**src/rtl/ps2_key_decoder_if.sv**
```systemverilog
// ---------------------------------------------------------------------------
// ps2_key_decoder_if
// Bundles the PS/2 keyboard lines and the decoded-key outputs that the
// decoder hands to the tone player.
//   PS2_CLK, PS2_DATA : keyboard clock/data, asynchronous, idle high
//   hex1, hex0        : high/low nibble of the held make code
//   keyup             : high while the held key is down
//   kbstrobe_o        : one-cycle pulse on each accepted new press
//   ext               : held code carried an E0 prefix
//   err_o             : one-cycle pulse on parity/stop/timeout error
// master = decoder side, slave = keyboard/player side.
// ---------------------------------------------------------------------------
interface ps2_key_decoder_if;
    logic       PS2_CLK;
    logic       PS2_DATA;
    logic [3:0] hex1;
    logic [3:0] hex0;
    logic       keyup;
    logic       kbstrobe_o;
    logic       ext;
    logic       err_o;

    modport master (
        input  PS2_CLK, PS2_DATA,
        output hex1, hex0, keyup, kbstrobe_o, ext, err_o
    );

    modport slave (
        output PS2_CLK, PS2_DATA,
        input  hex1, hex0, keyup, kbstrobe_o, ext, err_o
    );
endinterface

```
**src/rtl/ps2_key_decoder.sv**
```systemverilog
// ---------------------------------------------------------------------------
// ps2_key_decoder
// Receives PS/2 keyboard frames (start, 8 data LSB first, odd parity, stop),
// decodes make/break scan codes with E0/F0 prefixes and presents the held key
// to the MP3 tone player.
// Ports:
//   CLK  : system clock (100 MHz)
//   rst  : synchronous, active-high reset
//   kb   : ps2_key_decoder_if.master (PS/2 lines in, decoded key out)
// Parameters:
//   FILT        : equal consecutive samples needed to move the filtered clock
//   TIMEOUT_CYC : CLK cycles without a sample event before a frame is aborted
// ---------------------------------------------------------------------------
module ps2_key_decoder #(
    parameter int FILT        = 8,
    parameter int TIMEOUT_CYC = 200000
) (
    input  logic              CLK,
    input  logic              rst,
    ps2_key_decoder_if.master kb
);

    localparam int FW = $clog2(FILT + 1);
    localparam int TW = (TIMEOUT_CYC > 1) ? $clog2(TIMEOUT_CYC) : 1;
    localparam logic [FW-1:0] FILT_LAST = FW'(FILT - 1);
    localparam logic [TW-1:0] TMO_LAST  = TW'(TIMEOUT_CYC - 1);

    typedef enum logic [1:0] {IDLE, DATA, PARITY, STOP} state_t;

    // ---- stage p0: two-flop synchronisers ---------------------------------
    logic ps2_clk_p0, ps2_clk_p1;
    logic ps2_data_p0, ps2_data_p1;

    always_ff @(posedge CLK) begin
        if (rst) begin
            ps2_clk_p0  <= 1'b1;
            ps2_clk_p1  <= 1'b1;
            ps2_data_p0 <= 1'b1;
            ps2_data_p1 <= 1'b1;
        end else begin
            ps2_clk_p0  <= kb.PS2_CLK;
            ps2_clk_p1  <= ps2_clk_p0;
            ps2_data_p0 <= kb.PS2_DATA;
            ps2_data_p1 <= ps2_data_p0;
        end
    end

    // ---- stage p1: clock glitch filter and falling-edge sample event ------
    logic          clk_filt_p1;
    logic [FW-1:0] filt_cnt;
    logic          fall_p1;

    // The filtered level only moves once FILT samples in a row disagree with
    // it; any agreeing sample restarts the run, so short glitches vanish.
    always_ff @(posedge CLK) begin
        if (rst) begin
            clk_filt_p1 <= 1'b1;
            filt_cnt    <= '0;
            fall_p1     <= 1'b0;
        end else begin
            fall_p1 <= 1'b0;
            if (ps2_clk_p1 == clk_filt_p1) begin
                filt_cnt <= '0;
            end else if (filt_cnt == FILT_LAST) begin
                clk_filt_p1 <= ps2_clk_p1;
                filt_cnt    <= '0;
                fall_p1     <= ~ps2_clk_p1;
            end else begin
                filt_cnt <= filt_cnt + 1'b1;
            end
        end
    end

    // ---- frame FSM ----------------------------------------------------------
    state_t        state, state_nxt;
    logic [2:0]    bit_cnt, bit_cnt_nxt;
    logic [7:0]    shreg, shreg_nxt;
    logic          par_bit, par_nxt;
    logic [TW-1:0] tmo_cnt, tmo_nxt;
    logic          byte_ok;
    logic          frame_err;
    logic          tmo_err;

    always_ff @(posedge CLK) begin
        if (rst) begin
            state   <= IDLE;
            bit_cnt <= '0;
            tmo_cnt <= '0;
        end else begin
            state   <= state_nxt;
            bit_cnt <= bit_cnt_nxt;
            tmo_cnt <= tmo_nxt;
        end
    end

    always_ff @(posedge CLK) begin
        shreg   <= shreg_nxt;
        par_bit <= par_nxt;
    end

    always_comb begin
        state_nxt   = state;
        bit_cnt_nxt = bit_cnt;
        shreg_nxt   = shreg;
        par_nxt     = par_bit;
        tmo_nxt     = '0;
        byte_ok     = 1'b0;
        frame_err   = 1'b0;
        tmo_err     = 1'b0;

        case (state)
            IDLE: begin
                if (fall_p1 && !ps2_data_p1) begin
                    state_nxt   = DATA;
                    bit_cnt_nxt = '0;
                end
            end
            DATA: begin
                if (fall_p1) begin
                    shreg_nxt   = {ps2_data_p1, shreg[7:1]};
                    bit_cnt_nxt = bit_cnt + 1'b1;
                    if (bit_cnt == 3'd7) state_nxt = PARITY;
                end
            end
            PARITY: begin
                if (fall_p1) begin
                    par_nxt   = ps2_data_p1;
                    state_nxt = STOP;
                end
            end
            STOP: begin
                if (fall_p1) begin
                    // Odd parity: data plus parity bit holds an odd number of 1s.
                    if (ps2_data_p1 && (^{shreg, par_bit}))
                        byte_ok = 1'b1;
                    else
                        frame_err = 1'b1;
                    state_nxt = IDLE;
                end
            end
            default: state_nxt = IDLE;
        endcase

        // Watchdog for a keyboard that stops clocking mid-frame.
        if (state != IDLE && !fall_p1) begin
            if (tmo_cnt == TMO_LAST) begin
                state_nxt = IDLE;
                tmo_err   = 1'b1;
            end else begin
                tmo_nxt = tmo_cnt + 1'b1;
            end
        end
    end

    // ---- stage p2: scan-code interpretation and registered outputs --------
    logic [7:0] code_p2;
    logic       ext_p2;
    logic       keyup_p2;
    logic       strobe_p2;
    logic       err_p2;
    logic       e0_pend;
    logic       f0_pend;
    logic       key_match;
    logic       bat_ack;

    assign key_match = (shreg == code_p2) && (e0_pend == ext_p2);
    assign bat_ack   = (shreg == 8'hAA) || (shreg == 8'hFA);

    always_ff @(posedge CLK) begin
        if (rst) begin
            code_p2   <= '0;
            ext_p2    <= 1'b0;
            keyup_p2  <= 1'b0;
            strobe_p2 <= 1'b0;
            err_p2    <= 1'b0;
            e0_pend   <= 1'b0;
            f0_pend   <= 1'b0;
        end else begin
            strobe_p2 <= 1'b0;
            err_p2    <= frame_err | tmo_err;
            if (frame_err) begin
                e0_pend <= 1'b0;
                f0_pend <= 1'b0;
            end else if (byte_ok) begin
                if (shreg == 8'hE0) begin
                    e0_pend <= 1'b1;
                end else if (shreg == 8'hF0) begin
                    f0_pend <= 1'b1;
                end else begin
                    e0_pend <= 1'b0;
                    f0_pend <= 1'b0;
                    if (f0_pend) begin
                        // Break: only releases the key actually being held.
                        if (key_match) keyup_p2 <= 1'b0;
                    end else if (bat_ack && e0_pend) begin
                        // E0-prefixed AA/FA is not a key press; drop it.
                    end else if (!(keyup_p2 && key_match)) begin
                        // New press (a held key's auto-repeat is swallowed).
                        code_p2   <= shreg;
                        ext_p2    <= e0_pend;
                        keyup_p2  <= 1'b1;
                        strobe_p2 <= 1'b1;
                    end
                end
            end
        end
    end

    assign kb.hex1       = code_p2[7:4];
    assign kb.hex0       = code_p2[3:0];
    assign kb.keyup      = keyup_p2;
    assign kb.kbstrobe_o = strobe_p2;
    assign kb.ext        = ext_p2;
    assign kb.err_o      = err_p2;

endmodule

```
**src/flat_wrapper.sv**
```systemverilog
// flat-port wrapper written by rule: the top's interface ports become plain ports
module ps2_key_decoder_flat 
#(
    parameter int FILT        = 8,
    parameter int TIMEOUT_CYC = 200000
)
  (CLK, rst, kb_PS2_CLK, kb_PS2_DATA, kb_hex1, kb_hex0, kb_keyup, kb_kbstrobe_o, kb_ext, kb_err_o);
  ps2_key_decoder_if kb_i ();
  input  logic CLK;
  input  logic rst;
  input wire logic [$bits(kb_i.PS2_CLK)-1:0] kb_PS2_CLK;
  input wire logic [$bits(kb_i.PS2_DATA)-1:0] kb_PS2_DATA;
  output wire logic [$bits(kb_i.hex1)-1:0] kb_hex1;
  output wire logic [$bits(kb_i.hex0)-1:0] kb_hex0;
  output wire logic [$bits(kb_i.keyup)-1:0] kb_keyup;
  output wire logic [$bits(kb_i.kbstrobe_o)-1:0] kb_kbstrobe_o;
  output wire logic [$bits(kb_i.ext)-1:0] kb_ext;
  output wire logic [$bits(kb_i.err_o)-1:0] kb_err_o;
  assign kb_i.PS2_CLK = kb_PS2_CLK;
  assign kb_i.PS2_DATA = kb_PS2_DATA;
  assign kb_hex1 = kb_i.hex1;
  assign kb_hex0 = kb_i.hex0;
  assign kb_keyup = kb_i.keyup;
  assign kb_kbstrobe_o = kb_i.kbstrobe_o;
  assign kb_ext = kb_i.ext;
  assign kb_err_o = kb_i.err_o;
  ps2_key_decoder #(.FILT(FILT), .TIMEOUT_CYC(TIMEOUT_CYC)) u_core (.CLK(CLK), .rst(rst), .kb(kb_i));
endmodule
```
**config.mk**
```make
export PLATFORM = sky130hd
export DESIGN_NAME = ps2_key_decoder_flat
export DESIGN_NICKNAME = d
export VERILOG_FILES = /design/src/rtl/ps2_key_decoder_if.sv /design/src/rtl/ps2_key_decoder.sv /design/src/flat_wrapper.sv
export SDC_FILE = /design/constraint.sdc
export NUM_CORES = 1
export LEC_CHECK = 0
export CORE_MARGIN = 2
export CORE_UTILIZATION = 48
export DETAILED_ROUTE_END_ITERATION = 6
export GPL_TIMING_DRIVEN = 0
export PLACE_DENSITY = 0.69
export SLEW_MARGIN = 5
export SYNTH_ARGS = -nofsm -noshare
export SYNTH_HDL_FRONTEND = slang
export SYNTH_SLANG_ARGS = --single-unit
```
**constraint.sdc**
```tcl
create_clock -name CLK -period 2.3 [get_ports CLK]
set_clock_uncertainty 0.15 [all_clocks]
set_input_delay 0.345 -clock CLK [delete_from_list [all_inputs] [get_ports CLK]]
set_output_delay 0.345 -clock CLK [all_outputs]
set_load 0.01 [all_outputs]
```
==> reports/results.tsv, run 1 <==
stage	metric	value	unit
pwr	Pwr Density	581	mW/mm2
layout	Area Overhead vs Synth	15.3	%
clock_network	clock latency on the worst-skew pair	0.31	ns
pwr	Pleak	0.00101	uW
logic_synthesis	syn_area_per_cell	9.86	um2
logic_synthesis	sequential share of the synthesized area	49.1	%
sta	worst slew pin tran	0.496	ns
layout	share of post-route cells with drive strength above 1	6.86	%
global_route	total track usage	15.7	%
clock_network	CTS Buf Count	5	
sta	RSZ-0062 raised after global routing	no	
min_path	Tightest Hold Check Type	flop to flop	
worst_setup_path	slowest CP cell	xnor3_2	
sta	fin. max-slew vios	0	
route	DR vias/cell	5.05	
route	1st-pass router iterations	4	
placed_design	DP Wirelength	2920	um
worst_setup_path	Setup Crit Path Kind	flop to flop	
die	floorplan core area	0.00504	mm2
worst_setup_path	WP data arrival	2.28	ns
route	DR iter-0 viols	68	
die	Initial Util	48.9	%
logic_synthesis	Gate Count Post-Synth	250	
sta	total negative slack	0	ns
logic_synthesis	yosys warns	0	
global_route	vias in the first global route	1545	
logic_synthesis	count of cell types in the netlist	43	
layout	Post-Layout Cell Count	347	
clock_network	CTS tree	yes	
placed_design	# port buffers	14	
logic_synthesis	Synth Cell Area	0.00246	mm2
placed_design	placed insts	334	
die	Die H	75.7	um
worst_setup_path	worst endpoint required time	2.39	ns
global_route	gr ovfl total	0	
worst_setup_path	Max Fanout on Critical Path	10	
clock_network	clk sinks	56	
die	die area	0.00572	mm2
worst_setup_path	Critical Path Source Type	flop	
worst_setup_path	CP max stage delay	0.49	ns
run	max capacitance violation total	0	
sta	fmax	456	MHz
route	Final ANT Viol Nets	0	
global_route	first-pass GRT wire length	6870	um
clock_network	H-tree depth	2	
clock_network	Reg clk slew, reported paths	0.10	ns
sta	Max transition margin	66.9	%
worst_setup_path	crit-path cells	xor2_1, xnor3_2, mux2i_4, o2111a_1, buf_6, mux2i_1	
global_route	initial antenna violation count	0	
die	I/O Pins	16	
global_route	largest net degree at the start of global routing	17	
pwr	IR drop worst, VDD	0.253	mV
route	DR DRC count	0	
sta	Tmin final	2.19	ns
logic_synthesis	Post-Syn Nets	258	
route	final WL	4200	um
die	Die Width	75.7	um
worst_setup_path	critical path capture point type	flop	
clock_network	clk root buf	clkbuf_8	
outcome	outcome	finished, final reports clean	
die	number of cell rows	26	
sta	Final Hold Fails	0	
clock_network	deepest clock path buffer count	2	
route	via count	1753	
sta	period utilization	95.3	%
route	drt wl/cell	12.1	um
logic_synthesis	#FFs+latches synth	56	
placed_design	GPL Wtd Cong	0.774	
sta	Final Setup Violations	0	
layout	# diodes	0	
layout	nets	284	
-- layer usage --
layer	track usage, %	part of all wire, %
met4	6.43	1.4
met2	25.9	48
met5	0	0
met1	20.5	48
met3	2.78	2.9
-- path summary, 6_finish.rpt --
kind                            slack (ns)                          from                            to  cells after the start
worst max-delay path                  0.11     u_core.shreg[4]$_DFFE_PP_    u_core.kb.ext$_SDFFE_PP0P_                      6
worst min-delay path                  0.26  u_core.ps2_clk_p0$_SDFF_PP1_  u_core.ps2_clk_p1$_SDFF_PP1_                      1
worst max register to register        0.11     u_core.shreg[4]$_DFFE_PP_    u_core.kb.ext$_SDFFE_PP0P_                      6
worst min register to register        0.26  u_core.ps2_clk_p0$_SDFF_PP1_  u_core.ps2_clk_p1$_SDFF_PP1_                      1
-- cell usage in the layout, fill, tap and decap left out, types with 5 or more instances in the layout --
cell type | Yosys | routed
clkbuf_8 | 0 | 5
nand4_1 | 7 | 7
nor3_1 | 6 | 6
nand2_1 | 11 | 10
buf_4 | 0 | 5
nand3_1 | 13 | 13
dfxtp_1 | 47 | 47
clkdlybuf4s50_1 | 0 | 14
inv_1 | 6 | 6
edfxtp_1 | 9 | 9
mux2i_1 | 10 | 10
xor2_1 | 20 | 20
nor2_1 | 35 | 35
and3_1 | 6 | 6
nand2b_1 | 18 | 18
xnor2_1 | 10 | 10
clkbuf_1 | 9 | 9
-- state kept, by name (all words and copies together), names as in the netlist --
signal,count
u_core.par_bit,1
u_core.clk_filt_p1,1
u_core.shreg,8
u_core.kb.ext,1
u_core.tmo_cnt,18
u_core.filt_cnt,4
u_core.ps2_data_p0,1
u_core.ps2_data_p1,1
u_core.fall_p1,1
u_core.kb.kbstrobe_o,1
u_core.kb.err_o,1
u_core.code_p2,8
u_core.e0_pend,1
u_core.kb.keyup,1
u_core.ps2_clk_p0,1
u_core.state,2
u_core.ps2_clk_p1,1
u_core.f0_pend,1
u_core.bit_cnt,3
-- cell families after synthesis --
group | synth area share, %
fa+ha+maj | 2.03
mux | 4.97
simple gates | 22.9
flops | 49.1
compound gates | 5.48
buf+inv | 2.89
xor+xnor | 12.5
-- final cells by class --
type,instances,area [um2]
fillers,468,2200
inverters,7,26.3
flip-flops and latches,56,1210
plain buffers,10,46.3
multi-input cells,177,1180
clock inverters,2,35.0
clock buffers,6,72.6
repair buffers,19,178
well taps,70,87.6
-- worst max-delay path: cells and delay by family, from the launching register on --
kind            cells  cell delay, ns
compound gates      1            0.23
xor+xnor            2            0.72
buf+inv             1            0.17
flops               1            0.42
mux                 2            0.43
-- synth_stat cells, drive strengths merged --
master	instances	area, um2
dfxtp	47	941
nor2	35	131
xor2	20	175
nand2b	18	113
nand3	13	65.1
mux2i	11	123
nand2	11	41.3
xnor2	10	87.6
clkbuf	9	33.8
edfxtp	9	270
inv	7	26.3
nand4	7	43.8
and3	6	37.5
nor3	6	30.0
o21ai	5	25.0
ha	4	50.1
or2	4	25.0
nor3b	3	22.5
a21oi	2	10.0
a22oi	2	15.0
nor4	2	12.5
xnor3	2	46.3
a2111oi	1	8.76
a211o	1	8.76
a221oi	1	8.76
a31o	1	8.76
a31oi	1	6.26
a41oi	1	8.76
and2b	1	7.51
and4	1	8.76
buf	1	11.3
nand3b	1	7.51
nor2b	1	6.26
o2111a	1	11.3
o211ai	1	7.51
o21bai	1	7.51
o22a	1	8.76
or2b	1	7.51
or3	1	6.26
-- timing repair --
action,CTS,global route
setup buffers,1,4
hold buffers,0,0
gates resized for setup,2,0
pin swaps,0,1
setup endpoints to repair,19,19
-- power by group --
group          switching, uW  leakage, uW  internal, uW  total, uW
Clock                    304    0.0000552           324        628
Combinational           13.0     0.000495          12.8       25.7
Sequential              2.37     0.000460           995        997
-- per-stage QoR --
stage	hold slack (ns)	power (uW)	instance area [um2]	utilization, %	worst slack (ns)
floorplan	0.233	1040	2460	-	0.236
global placement	0.241	1050	2690	53.4	-0.156
detailed placement	0.246	1050	2690	53.4	-0.165
CTS	0.264	1670	2810	55.8	0.0192
global route	0.288	1710	2840	56.4	0.00787
finish	0.262	1650	2840	56.4	0.108
No activity file was read; power rests on OpenSTA's default activity.
==> run 2, diff against run 1 <==
CTS_BUF_LIST = sky130_fd_sc_hd__clkbuf_4   (was default)
==> run 2 against run 1 <==
Cell area shrank 1.2%. Largest power group unchanged. Sequential cell count unchanged. Cell count is 0.29% lower. Critical endpoint unchanged.
==> reports/results.tsv, run 2 (synthesis results as in run 1) <==
stage	metric	value	unit
die	Initial Util	48.9	%
worst_setup_path	critical path capture point type	flop	
pwr	P_sw	313	uW
pwr	sw frac	20.0	%
placed_design	DP Wirelength	2920	um
pwr	Seq pwr share	63.9	%
pwr	IR drop worst, VDD	0.308	mV
global_route	first-pass GRT wire length	6870	um
die	Die H	75.7	um
layout	post-route cell area	0.00281	mm2
clock_network	clk sinks	56	
clock_network	clk root buf	clkbuf_4	
clock_network	CTS Buf Count	5	
global_route	vias in the first global route	1550	
worst_setup_path	WP data arrival	2.36	ns
layout	most common cell after layout, fill and taps aside	dfxtp_1	
placed_design	Placement Setup Slack	-0.165	ns
layout	# diodes	0	
min_path	Tightest Hold Check Type	flop to flop	
clock_network	CTS Hold Bufs	0	
min_path	worst-case hold path end point	u_core.ps2_clk_p1$_SDFF_PP1_	
clock_network	clock latency on the worst-skew pair	0.38	ns
die	die area	0.00572	mm2
worst_setup_path	Max Fanout on Critical Path	10	
sta	Tmin final	2.20	ns
route	DR vias/cell	5.00	
sta	final setup margin	0.105	ns
sta	fmax	456	MHz
worst_setup_path	reg-to-reg slack, setup	0.10	ns
pwr	cell internal pwr	1250	uW
route	1st-pass router iterations	4	
route	DR iter-0 viols	49	
die	Die Width	75.7	um
layout	Biggest register	u_core.tmo_cnt	
worst_setup_path	crit-path cells	xor2_1, xnor3_2, mux2i_4, o2111a_1, buf_6, mux2i_1	
placed_design	# port buffers	14	
die	floorplan core area	0.00504	mm2
die	number of cell rows	26	
worst_setup_path	worst endpoint required time	2.47	ns
sta	period utilization	95.4	%
worst_setup_path	worst path bufs/invs	1	
outcome	outcome	finished, final reports clean	
worst_setup_path	slowest CP cell	xnor3_2	
min_path	min-delay src	u_core.ps2_clk_p0$_SDFF_PP1_	
worst_setup_path	Critical Path Source Type	flop	
pwr	Pleak	0.000997	uW
layout	most frequent cells in the layout	dfxtp_1, nor2_1, xor2_1	
layout	nets	283	
placed_design	placed insts	334	
route	final WL	4230	um
global_route	initial antenna violation count	0	
pwr	clock network fraction of design power	34.4	%
route	via count	1729	
sta	Max transition margin	66.8	%
worst_setup_path	FF-to-FF End	u_core.kb.ext$_SDFFE_PP0P_	
die	I/O Pins	16	
worst_setup_path	CP max stage delay	0.49	ns
clock_network	deepest clock path buffer count	2	
clock_network	Reg clk slew, reported paths	0.15	ns
layout	biggest regs	u_core.tmo_cnt (18), u_core.code_p2 (8), u_core.shreg (8)	
worst_setup_path	R2R depth	6	
min_path	Hold Path Depth	1	
clock_network	CTS tree	yes	
layout	Area Overhead vs Synth	13.9	%
sta	RSZ-0062 raised after global routing	no	
worst_setup_path	Setup Crit Path Kind	flop to flop	
layout	Final Util	55.7	%
sta	worst slew pin tran	0.498	ns
route	DR DRC count	0	
pwr	Pwr Density	557	mW/mm2
layout	Largest register FFs	18	
route	drt wl/cell	12.2	um
clock_network	H-tree depth	2	
layout	Post-Layout Cell Count	346	
sta	Final Setup Violations	0	
layout	share of post-route cells with drive strength above 1	6.88	%
sta	fin. max-slew vios	0	
global_route	total track usage	16.0	%
worst_setup_path	Reg2Reg Launch Point	u_core.shreg[6]$_DFFE_PP_	
placed_design	GPL Wtd Cong	0.774	
worst_setup_path	Crit path max-delay family	XOR/XNOR gates	
run	max capacitance violation total	0	
global_route	gr ovfl total	0	
sta	Final Hold Fails	0	
pwr	Logic pwr share	1.7	%
global_route	largest net degree at the start of global routing	17	
placed_design	DP Area	0.00269	mm2
route	Final ANT Viol Nets	0	
run 2: cell count changes in the layout (fill, tap and decap cells not counted):
cell,before,now
clkbuf_1,9,8
buf_4,5,4
clkbuf_4,0,6
clkbuf_8,5,0
run 2: timing repair:
item | CTS | global route
setup buffers | 1 | 3
cloned | 0 | 0
setup endpoints to repair | 19 | 19
pin swaps | 0 | 2
resized for setup | 2 | 0
run 2: metal layers:
metal	up-vias	global-route usage [%]	share of wire [%]
li1	898	-	-
met3	6	4.37	2.7
met5	-	0	0
met4	0	6.43	1.7
met1	804	20.3	49
met2	21	26.1	47
run 2: metrics by stage:
stage,hold slack [ns],power [uW],setup TNS [ns]
floorplan,0.233,1040,0
global placement,0.241,1050,-1.50
detailed placement,0.246,1050,-1.68
CTS,0.277,1580,0
global route,0.300,1620,0
finish,0.270,1560,0
run 2: worst max-delay path by stage:
stage | from | endpoint | slack, ns | cells after the start
after floorplan | u_core.shreg[4]$_DFFE_PP_ | u_core.code_p2[0]$_SDFFE_PP0P_ | 0.24 | 6
after global placement | u_core.tmo_cnt[0]$_SDFF_PP0_ | u_core.tmo_cnt[17]$_SDFF_PP0_ | -0.16 | 7
after detailed placement | u_core.tmo_cnt[0]$_SDFF_PP0_ | u_core.tmo_cnt[14]$_SDFF_PP0_ | -0.16 | 7
after CTS | u_core.shreg[6]$_DFFE_PP_ | u_core.kb.ext$_SDFFE_PP0P_ | 0.01 | 6
after global routing | u_core.shreg[6]$_DFFE_PP_ | u_core.kb.ext$_SDFFE_PP0P_ | 0.004 | 6
final | u_core.shreg[6]$_DFFE_PP_ | u_core.kb.ext$_SDFFE_PP0P_ | 0.10 | 6
run 2: power by group through the flow:
stage               Sequential [uW]  Combinational, uW  Clock, uW
floorplan                      1020               17.8          0
global placement               1020               25.8          0
detailed placement             1020               26.1          0
CTS                             999               26.3        557
global route                   1000               29.1        593
finish                          999               25.8        538
run 2: cell type report:
| type | count | area [um2] |
|---|---|---|
| Fill cell | 476 | 2240 |
| Sequential cell | 56 | 1210 |
| Multi-Input combinational cell | 177 | 1180 |
| Timing Repair Buffer | 18 | 170 |
| Tap cell | 70 | 87.6 |
| Buffer | 10 | 46.3 |
| Clock buffer | 6 | 45.0 |
| Clock inverter | 2 | 35.0 |
| Inverter | 7 | 26.3 |
